[config.mk]
export PLATFORM = sky130hd
export DESIGN_NAME = uart_rx_framed
export DESIGN_NICKNAME = d
export VERILOG_FILES = /design/src/rtl/uart_pkg.sv /design/src/rtl/uart_baud_tick.sv /design/src/rtl/uart_rx_framed.sv
export SDC_FILE = /design/constraint.sdc
export NUM_CORES = 1
export LEC_CHECK = 0
export CORE_MARGIN = 4
export CORE_UTILIZATION = 40
export CTS_CLUSTER_SIZE = 10
export DETAILED_ROUTE_END_ITERATION = 12
export GPL_TIMING_DRIVEN = 0
export PLACE_DENSITY = 0.67
export SLEW_MARGIN = 10
export SYNTH_ARGS = -nofsm -noshare
export SYNTH_HDL_FRONTEND = slang
export SYNTH_HIERARCHICAL = 1
export SYNTH_SLANG_ARGS = --single-unit
[constraint.sdc]
create_clock -name clk -period 3.1 [get_ports clk]
set_input_delay 0.62 -clock clk [delete_from_list [all_inputs] [get_ports clk]]
set_output_delay 0.62 -clock clk [all_outputs]
set_load 0.005 [all_outputs]
[src/rtl/uart_pkg.sv]
// uart_pkg: shared types and helpers for the UART receive path.
// UART_RX_PARITY_EN adds the PARITY state to the receiver state enum.
package uart_pkg;

    localparam int unsigned UART_OVERSAMPLE = 16;

    typedef enum logic [2:0] {
        IDLE,
        START,
        DATA,
`ifdef UART_RX_PARITY_EN
        PARITY,
`endif
        STOP
    } uart_rx_state_t;

    // Clock cycles per oversample tick (truncating divide).
    function automatic int unsigned uart_tick_div(input int unsigned clk_freq,
                                                  input int unsigned baud);
        return clk_freq / (baud * UART_OVERSAMPLE);
    endfunction

endpackage

[src/rtl/uart_baud_tick.sv]
// uart_baud_tick: free-running divider producing a one-cycle tick every DIV
// cycles; restart holds the count at zero so the tick phase follows the caller.
module uart_baud_tick #(
    parameter int unsigned DIV = 162
) (
    input  logic clk,
    input  logic rst,
    input  logic restart,
    output logic tick
);

    localparam int unsigned CW = (DIV > 1) ? $clog2(DIV) : 1;
    localparam logic [CW-1:0] LAST = CW'(DIV - 1);

    logic [CW-1:0] cnt_q, cnt_d;

    // Next count: wrap at DIV-1, forced to zero by restart.
    always_comb begin
        cnt_d = cnt_q + CW'(1);
        if (restart || cnt_q == LAST) begin
            cnt_d = '0;
        end
    end

    // Divider register.
    always_ff @(posedge clk) begin
        if (rst) begin
            cnt_q <= '0;
        end else begin
            cnt_q <= cnt_d;
        end
    end

    assign tick = (cnt_q == LAST) && !restart;

endmodule

[src/rtl/uart_rx_framed.sv]
// uart_rx_framed: 16x oversampling 8N1 UART receiver with valid/ready holding
// register, framing/overrun reporting and, when UART_RX_PARITY_EN is defined,
// an even-parity bit with a parity_err pulse.
module uart_rx_framed
    import uart_pkg::*;
#(
    parameter int unsigned CLK_FREQ  = 50000000,
    parameter int unsigned BAUD_RATE = 19200
) (
    input  logic       clk,
    input  logic       rst,
    input  logic       rx,
    output logic [7:0] rx_data,
    output logic       rx_valid,
    input  logic       rx_ready,
    output logic       frame_err,
`ifdef UART_RX_PARITY_EN
    output logic       parity_err,
`endif
    output logic       overrun,
    output logic       busy
);

    localparam int unsigned DIV = uart_tick_div(CLK_FREQ, BAUD_RATE);

    function automatic logic maj3(input logic [2:0] s);
        return (s[0] & s[1]) | (s[0] & s[2]) | (s[1] & s[2]);
    endfunction

    logic [1:0]     sync_q;
    logic           rxs;
    logic           tick;
    logic           handshake;
    logic           vote_end;
    logic           vote_stop;
    logic           good;

    uart_rx_state_t state_q, state_d;
    logic [3:0]     scnt_q, scnt_d;
    logic [2:0]     bidx_q, bidx_d;
    logic [2:0]     samp_q, samp_d;
    logic [7:0]     shreg_q, shreg_d;
    logic [7:0]     data_q, data_d;
    logic           valid_q, valid_d;
    logic           fe_q, fe_d;
    logic           ovr_q, ovr_d;
    logic           busy_q, busy_d;
`ifdef UART_RX_PARITY_EN
    logic           pbad_q, pbad_d;
    logic           pe_q, pe_d;
`endif

    assign rxs = sync_q[1];

    // Tick phase is pinned while idle, so counting starts fresh on START entry.
    uart_baud_tick #(.DIV(DIV)) u_tick (
        .clk     (clk),
        .rst     (rst),
        .restart (state_q == IDLE),
        .tick    (tick)
    );

    // Two-flop synchroniser on the raw line, idles high.
    always_ff @(posedge clk) begin
        if (rst) begin
            sync_q <= '1;
        end else begin
            sync_q <= {sync_q[0], rx};
        end
    end

    // Next-state, sampling and frame evaluation.
    always_comb begin
        state_d   = state_q;
        scnt_d    = scnt_q;
        bidx_d    = bidx_q;
        samp_d    = samp_q;
        shreg_d   = shreg_q;
        data_d    = data_q;
        valid_d   = valid_q;
        ovr_d     = ovr_q;
        fe_d      = 1'b0;
        good      = 1'b0;
`ifdef UART_RX_PARITY_EN
        pbad_d    = pbad_q;
        pe_d      = 1'b0;
`endif
        handshake = valid_q && rx_ready;
        vote_end  = maj3(samp_q);
        // Stop is judged at sample 9 itself, so the live sample joins 7 and 8.
        vote_stop = maj3({rxs, samp_q[1:0]});

        if (handshake) begin
            valid_d = 1'b0;
            ovr_d   = 1'b0;
        end

        if (tick) begin
            scnt_d = scnt_q + 4'd1;
            if (scnt_q == 4'd7) samp_d[0] = rxs;
            if (scnt_q == 4'd8) samp_d[1] = rxs;
            if (scnt_q == 4'd9) samp_d[2] = rxs;
        end

        unique case (state_q)
            IDLE: begin
                if (!rxs) begin
                    state_d = START;
                    scnt_d  = '0;
                    bidx_d  = '0;
`ifdef UART_RX_PARITY_EN
                    pbad_d  = 1'b0;
`endif
                end
            end
            START: begin
                if (tick && scnt_q == 4'd15) begin
                    state_d = vote_end ? IDLE : DATA;
                end
            end
            DATA: begin
                if (tick && scnt_q == 4'd15) begin
                    shreg_d = {vote_end, shreg_q[7:1]};
                    bidx_d  = bidx_q + 3'd1;
                    if (bidx_q == 3'd7) begin
`ifdef UART_RX_PARITY_EN
                        state_d = PARITY;
`else
                        state_d = STOP;
`endif
                    end
                end
            end
`ifdef UART_RX_PARITY_EN
            PARITY: begin
                if (tick && scnt_q == 4'd15) begin
                    pbad_d  = vote_end ^ (^shreg_q);
                    state_d = STOP;
                end
            end
`endif
            STOP: begin
                if (tick && scnt_q == 4'd9) begin
                    fe_d = !vote_stop;
`ifdef UART_RX_PARITY_EN
                    pe_d = pbad_q;
                    good = vote_stop && !pbad_q;
`else
                    good = vote_stop;
`endif
                    if (good) begin
                        if (!valid_q || handshake) begin
                            data_d  = shreg_q;
                            valid_d = 1'b1;
                        end else begin
                            ovr_d = 1'b1;
                        end
                    end
                    state_d = IDLE;
                end
            end
            default: state_d = IDLE;
        endcase

        busy_d = (state_d != IDLE);
    end

    // Single state/output register bank.
    always_ff @(posedge clk) begin
        if (rst) begin
            state_q <= IDLE;
            scnt_q  <= '0;
            bidx_q  <= '0;
            samp_q  <= '0;
            shreg_q <= '0;
            data_q  <= '0;
            valid_q <= 1'b0;
            fe_q    <= 1'b0;
            ovr_q   <= 1'b0;
            busy_q  <= 1'b0;
`ifdef UART_RX_PARITY_EN
            pbad_q  <= 1'b0;
            pe_q    <= 1'b0;
`endif
        end else begin
            state_q <= state_d;
            scnt_q  <= scnt_d;
            bidx_q  <= bidx_d;
            samp_q  <= samp_d;
            shreg_q <= shreg_d;
            data_q  <= data_d;
            valid_q <= valid_d;
            fe_q    <= fe_d;
            ovr_q   <= ovr_d;
            busy_q  <= busy_d;
`ifdef UART_RX_PARITY_EN
            pbad_q  <= pbad_d;
            pe_q    <= pe_d;
`endif
        end
    end

    assign rx_data   = data_q;
    assign rx_valid  = valid_q;
    assign frame_err = fe_q;
    assign overrun   = ovr_q;
    assign busy      = busy_q;
`ifdef UART_RX_PARITY_EN
    assign parity_err = pe_q;
`endif

endmodule

==> run summary, run 1 <==
largest net degree at the start of global routing: 14
register area share after synthesis: 0.470
vias in the first global route: 1197
fin nets: 225
CP Capture Type: register
Most Used Layer, Global Route: met2
Row Count: 24
Starting Density: 0.418
Die Y: 75.7 µm
Tmin final: 2.32 ns
hold_buf cts: 0
Post-DRT Antenna Nets: 0
Crit path top cell by count: nor2_1
HP Class: reg2reg
Die ar.: 5720 µm²
peak supply drop: 0.221 mV
DP Cell Count: 259
Finish-stage setup viols: 0
Lkg Pwr: 0.808 nW
layout cell share with drive strength beyond 1: 0.116
status: finished clean
# port buffers: 15
Critical Path Slowest Stage Cell: dfxtp_1
Cell variety after synth: 43
Vias/cell: 4.94
period utilization: 0.749
Netlist Area Pre-Place: 1830 µm²
fillers: 420
total gr overflow: 0
Setup Skew: 0.0124 ns
maximum achievable frequency: 431 MHz
Worst slew margin: 0.546
Die Wd: 75.7 µm
DRC viols: 0
Synth area leader: dfxtp_1
Worst Tran Pin Value: 0.675 ns
Detailed Place HPWL: 2.33 mm
Finished Layout Cells: 267
Register Area: 861 µm²
clock latency on the worst-skew pair: 0.29 ns
First-pass DRT Iterations: 4
met2 Resource Use GR: 0.188
Clock Pin Slew Worst Setup and Hold Paths: 0.08 ns
met3 Resource Use GR: 0.0356
most frequent cells after synthesis: dfxtp_1, nor2_1, nand2_1
CORE AREA: 4380 µm²
Resize count post-CTS: 0
first-pass GRT wire length: 5.39 mm
CTS Root Cell: clkbuf_8
max capacitance violation total: 0
Top FF cell, synth: dfxtp_1
gpl congestion: 0.796
Detailed Route WL: 3.25 mm
Worst Setup Path Type: reg2reg
most common cell in the netlist: dfxtp_1
Yosys reg bits: 43
Syn Nets: 203
clock tree from TritonCTS: built
WP data arrival: 2.49 ns
H-tree levels: 2
setup bufs post-CTS: 0
PD cells: 436 nW/µm²
initial antenna violation count: 0
CP Cell Sequence: ha_1 -> nor4bb_1 -> nand3_1 -> nor2_1 -> buf_6 -> and4b_1 -> buf_4 -> nand4_4 -> mux2i_1 -> nor2_1
CP Launch Type: register
total negative setup slack: 0 ns
Avg Cell Area, Syn: 9.53 µm²
met1 usage: 0.164
Area contributors post-synth: dfxtp_1, mux2i_1, nor2_1
Max FO, Critical Path: 8
Post-Synthesis Cells: 192
DR vias: 1320
unrepaired setup endpoints after global routing: false
worst-case clock buffer depth: 2
post-synth top area share: 0.470
area taken by multi-input logic gates: 895 µm²
EDFF count, synth: 0
GRT Overall Usage: 0.125
TritonCTS buffer count: 5
ANT cells: 0
Max Slew Vio Count: 0
Max stage delay on crit path: 0.42 ns
WP data required: 3.27 ns
Synth async-reset ratio: 0
Top Ports: 16
final count of hold timing violations: 0
worst hold slack: 0.404 ns
Avg WL per Cell: 12.2 µm
P&R area growth vs syn: 16.4%
initial DRC count: 58
Warnings, synthesis: 6
clk sinks: 43
## final timing paths
check | startpoint | cells after the start | end | slack (ns)
setup / recovery | u_tick/cnt_q[0] | 10 | rx_data[6] | 0.78
hold / removal | sync_q[0] | 1 | sync_q[1] | 0.40
setup reg to reg | u_tick/cnt_q[0] | 10 | rx_data[6] | 0.78
hold reg to reg | sync_q[0] | 1 | sync_q[1] | 0.40
## routing by layer
layer / wire [µm] / vias up / part of all wire
met2: 1450 / 19 / 0.45
met5: 0 / - / 0
li1: - / 706 / -
met1: 1620 / 587 / 0.50
met4: 73 / 0 / 0.022
met3: 110 / 8 / 0.034
## power by group
part           internal (mW)  switching (mW)
logic                0.00964          0.0140
registers              0.556         0.00544
clock network          0.158           0.186
## layout make-up
class	count	share of cell area
inverters	6	0.0106
well taps	52	0.0305
clock buffers	6	0.0341
plain buffers	7	0.0247
flip-flops and latches	43	0.404
repair buffers	15	0.0705
multi-input cells	136	0.420
clock inverters	2	0.00587
## layout by cell type, fill, tap and decap left out, types with 2 or more instances in the layout
cell type / instances
or3_1: 4
o211ai_1: 3
clkbuf_8: 5
nand2_1: 21
nand3_1: 7
nand4_1: 2
a21oi_1: 12
xnor2_1: 2
or2_2: 3
ha_1: 7
o21ai_0: 5
nor3_1: 3
clkbuf_1: 4
inv_1: 6
dfxtp_1: 43
nor2_1: 24
mux2i_1: 13
xor2_1: 4
buf_6: 3
clkdlybuf4s50_1: 15
a21oi_2: 3
## critical path, delay by kind of cell, from the launching register on
kind	cells	cell delay [ns]
and+or+nand+nor	6	1.09
buffers and inverters	2	0.31
muxes	1	0.22
adders and majority gates	1	0.17
DFF	1	0.42
## per-stage QoR
step / total power, mW / setup slack (ns) / utilization / instance area, µm²
after floorplan: 0.587 / 1.04 / - / 1830
after global placement: 0.598 / 0.774 / 0.467 / 2050
after detailed placement: 0.599 / 0.766 / 0.467 / 2050
after CTS: 0.943 / 0.767 / 0.486 / 2130
after global routing: 0.971 / 0.601 / 0.486 / 2130
final: 0.929 / 0.777 / 0.486 / 2130
## logic make-up (layout without fill, tap and decap cells)
group,Yosys count,count (layout),share of synthesized area
other,1,1,0.00205
AOI/OAI and AO/OA,30,30,0.107
adders and majority gates,8,8,0.0540
DFF,43,43,0.470
muxes,13,13,0.0711
xor gates and xnor gates,6,6,0.0287
and+or+nand+nor,78,78,0.226
buffers and inverters,13,36,0.0410
## flip-flops by register name, indices dropped and copies added (netlist names), 2 cells and up
name          count
rx_data           8
shreg_q           8
u_tick/cnt_q      8
scnt_q            4
bidx_q            3
samp_q            3
state_q           3
sync_q            2
Power figures use the tool's default switching activity.
==> run 2, diff against run 1 <==
==> constraint.sdc (replaced) <==
create_clock -name clk -period 2.33 [get_ports clk]
set_input_delay 0.466 -clock clk [delete_from_list [all_inputs] [get_ports clk]]
set_output_delay 0.466 -clock clk [all_outputs]
set_load 0.005 [all_outputs]
==> run 2 against run 1 <==
  * Cell count is the same
  * Via count down 0.30%
  * Sequential share of layout area down 0.26 points
  * Clock-buffer cell count did not move
  * Combinational power is 36% higher
  * Largest power group unchanged
==> run summary, run 2 (synthesis gave the netlist of run 1 again) <==
Die Wd: 75.7 µm (unchanged)
sequential power share: 0.604 (about the same)
Row Count: 24 (unchanged)
Worst slew margin: 0.541 (-0.00495)
total gr overflow: 0 (unchanged)
CORE AREA: 4380 µm² (unchanged)
Worst Setup Path Type: reg2reg
Design Power: 1.24 mW (+33%)
largest net degree at the start of global routing: 14 (unchanged)
Setup Skew: 0.0124 ns (-0.00000530 ns)
Tmin final: 2.12 ns (-0.199 ns)
Detailed Route WL: 3.26 mm (+0.18%)
share of total power in combinational logic: 0.026 (about the same)
Final Util: 0.491 (+0.00457)
NetSw: 0.273 mW (+33%)
Clock power frac: 0.370 (about the same)
gpl congestion: 0.796 (unchanged)
depth of the worst hold-timing path: 1 (unchanged)
initial antenna violation count: 0 (unchanged)
CTS Root Cell: clkbuf_8
Max FO, Critical Path: 8 (unchanged)
fin nets: 225 (unchanged)
setup bufs post-CTS: 0 (unchanged)
Avg WL per Cell: 12.2 µm (+0.18%)
peak supply drop: 0.294 mV (+33%)
TritonCTS buffer count: 5 (unchanged)
vias in the first global route: 1197 (unchanged)
Finish-stage setup viols: 0 (unchanged)
final count of hold timing violations: 0 (unchanged)
PD cells: 575 nW/µm² (+32%)
clock tree from TritonCTS: built
area taken by multi-input logic gates: 912 µm² (+2.0%)
P&R area growth vs syn: 17.5%
reg2reg path depth: 10 (unchanged)
Lkg Pwr: 0.809 nW (+0.13%)
layout cell share with drive strength beyond 1: 0.135 (+0.0186)
DP Cell Count: 259 (unchanged)
Vias/cell: 4.93 (-0.30%)
clock latency on the worst-skew pair: 0.29 ns (about the same)
clk sinks: 43 (unchanged)
Worst Tran Pin Value: 0.682 ns (+0.00735 ns)
max capacitance violation total: 0 (unchanged)
switching share of power: 0.221 (-0.000449)
H-tree levels: 2 (unchanged)
period utilization: 0.912 (+0.162)
initial DRC count: 63 (+8.6%)
CP Capture Type: register
Finished Layout Cells: 267 (unchanged)
DRC viols: 0 (unchanged)
Max Slew Vio Count: 0 (unchanged)
GRT Overall Usage: 0.125 (unchanged)
commonest cells after routing, fill and taps aside: dfxtp_1, nor2_1, nand2_1
first-pass GRT wire length: 5.39 mm (unchanged)
Starting Density: 0.418 (unchanged)
Post-DRT Antenna Nets: 0 (unchanged)
fillers: 416 (-0.95%)
Top Ports: 16 (unchanged)
HP Class: reg2reg
WP data required: 2.50 ns (-0.77 ns)
# port buffers: 15 (unchanged)
DR vias: 1316 (-0.30%)
CP Launch Type: register
ANT cells: 0 (unchanged)
WP data arrival: 2.29 ns (-0.20 ns)
First-pass DRT Iterations: 6 (+2)
Register Area: 863 µm² (+0.29%)
maximum achievable frequency: 471 MHz (+9.4%)
worst hold slack: 0.402 ns (-0.00271 ns)
Die ar.: 5720 µm² (unchanged)
most common cell after layout, fill and taps aside: dfxtp_1
Clock Pin Slew Worst Setup and Hold Paths: 0.08 ns (about the same)
Detailed Place HPWL: 2.33 mm (unchanged)
Pint: 0.963 mW (+33%)
Die Y: 75.7 µm (unchanged)
status: finished clean
worst-case clock buffer depth: 2 (unchanged)
## run 2: repair_timing
action / in CTS / in global routing
gates resized for setup: 1 / 4
endpoints found under the setup margin: 3 / 9
hold buffers: 0 / 0
pin swaps: 0 / 1
## run 2: worst paths after layout
check	slack, ns	endpoint	from
setup / recovery	0.21	rx_data[6]	u_tick/cnt_q[0]
setup reg to reg	0.21	rx_data[6]	u_tick/cnt_q[0]
hold reg to reg	0.40	sync_q[1]	sync_q[0]
hold / removal	0.40	sync_q[1]	sync_q[0]
## run 2: worst max-delay path, cell delays in order, from the launching register on
cell	delay, ns
dfxtp_2	0.37
ha_1	0.15
nor4bb_4	0.29
nand3_1	0.12
nor2_2	0.10
buf_6	0.13
and4b_1	0.19
buf_4	0.16
nand4_4	0.21
mux2i_1	0.22
nor2_1	0.05
## run 2: final cells by class
class,count,share of cell area
Tap cell,52,0.0303
Clock inverter,2,0.00582
Clock buffer,6,0.0337
Sequential cell,43,0.401
Timing Repair Buffer,15,0.0698
Buffer,7,0.0244
Inverter,6,0.0105
Multi-Input combinational cell,136,0.424
## run 2: power groups by stage
stage          sequential [mW]  combinational (mW)  clock, mW
2_1_floorplan            0.762              0.0191          0
3_3_place_gp             0.764              0.0320          0
3_5_place_dp             0.764              0.0324          0
4_1_cts                  0.747              0.0325      0.475
5_1_grt                  0.748              0.0361      0.509
6_report                 0.747              0.0323      0.457
## run 2: routing by layer
layer  wire [µm]  track usage  share of wire  vias up
met4          73       0.0641          0.022        0
li1            -            -              -      702
met2        1470        0.188           0.45       20
met3         124       0.0356          0.038        8
met1        1600        0.164           0.49      586
met5           0            0              0        -
## run 2: stage by stage
stage               setup slack, ns   TNS, ns  instance area, µm²
global placement            0.00407         0                2050
CTS                          0.0607         0                2140
detailed placement         -0.00418   -0.0125                2050
global route               -0.00184  -0.00184                2150
floorplan                     0.272         0                1830
finish                        0.206         0                2150
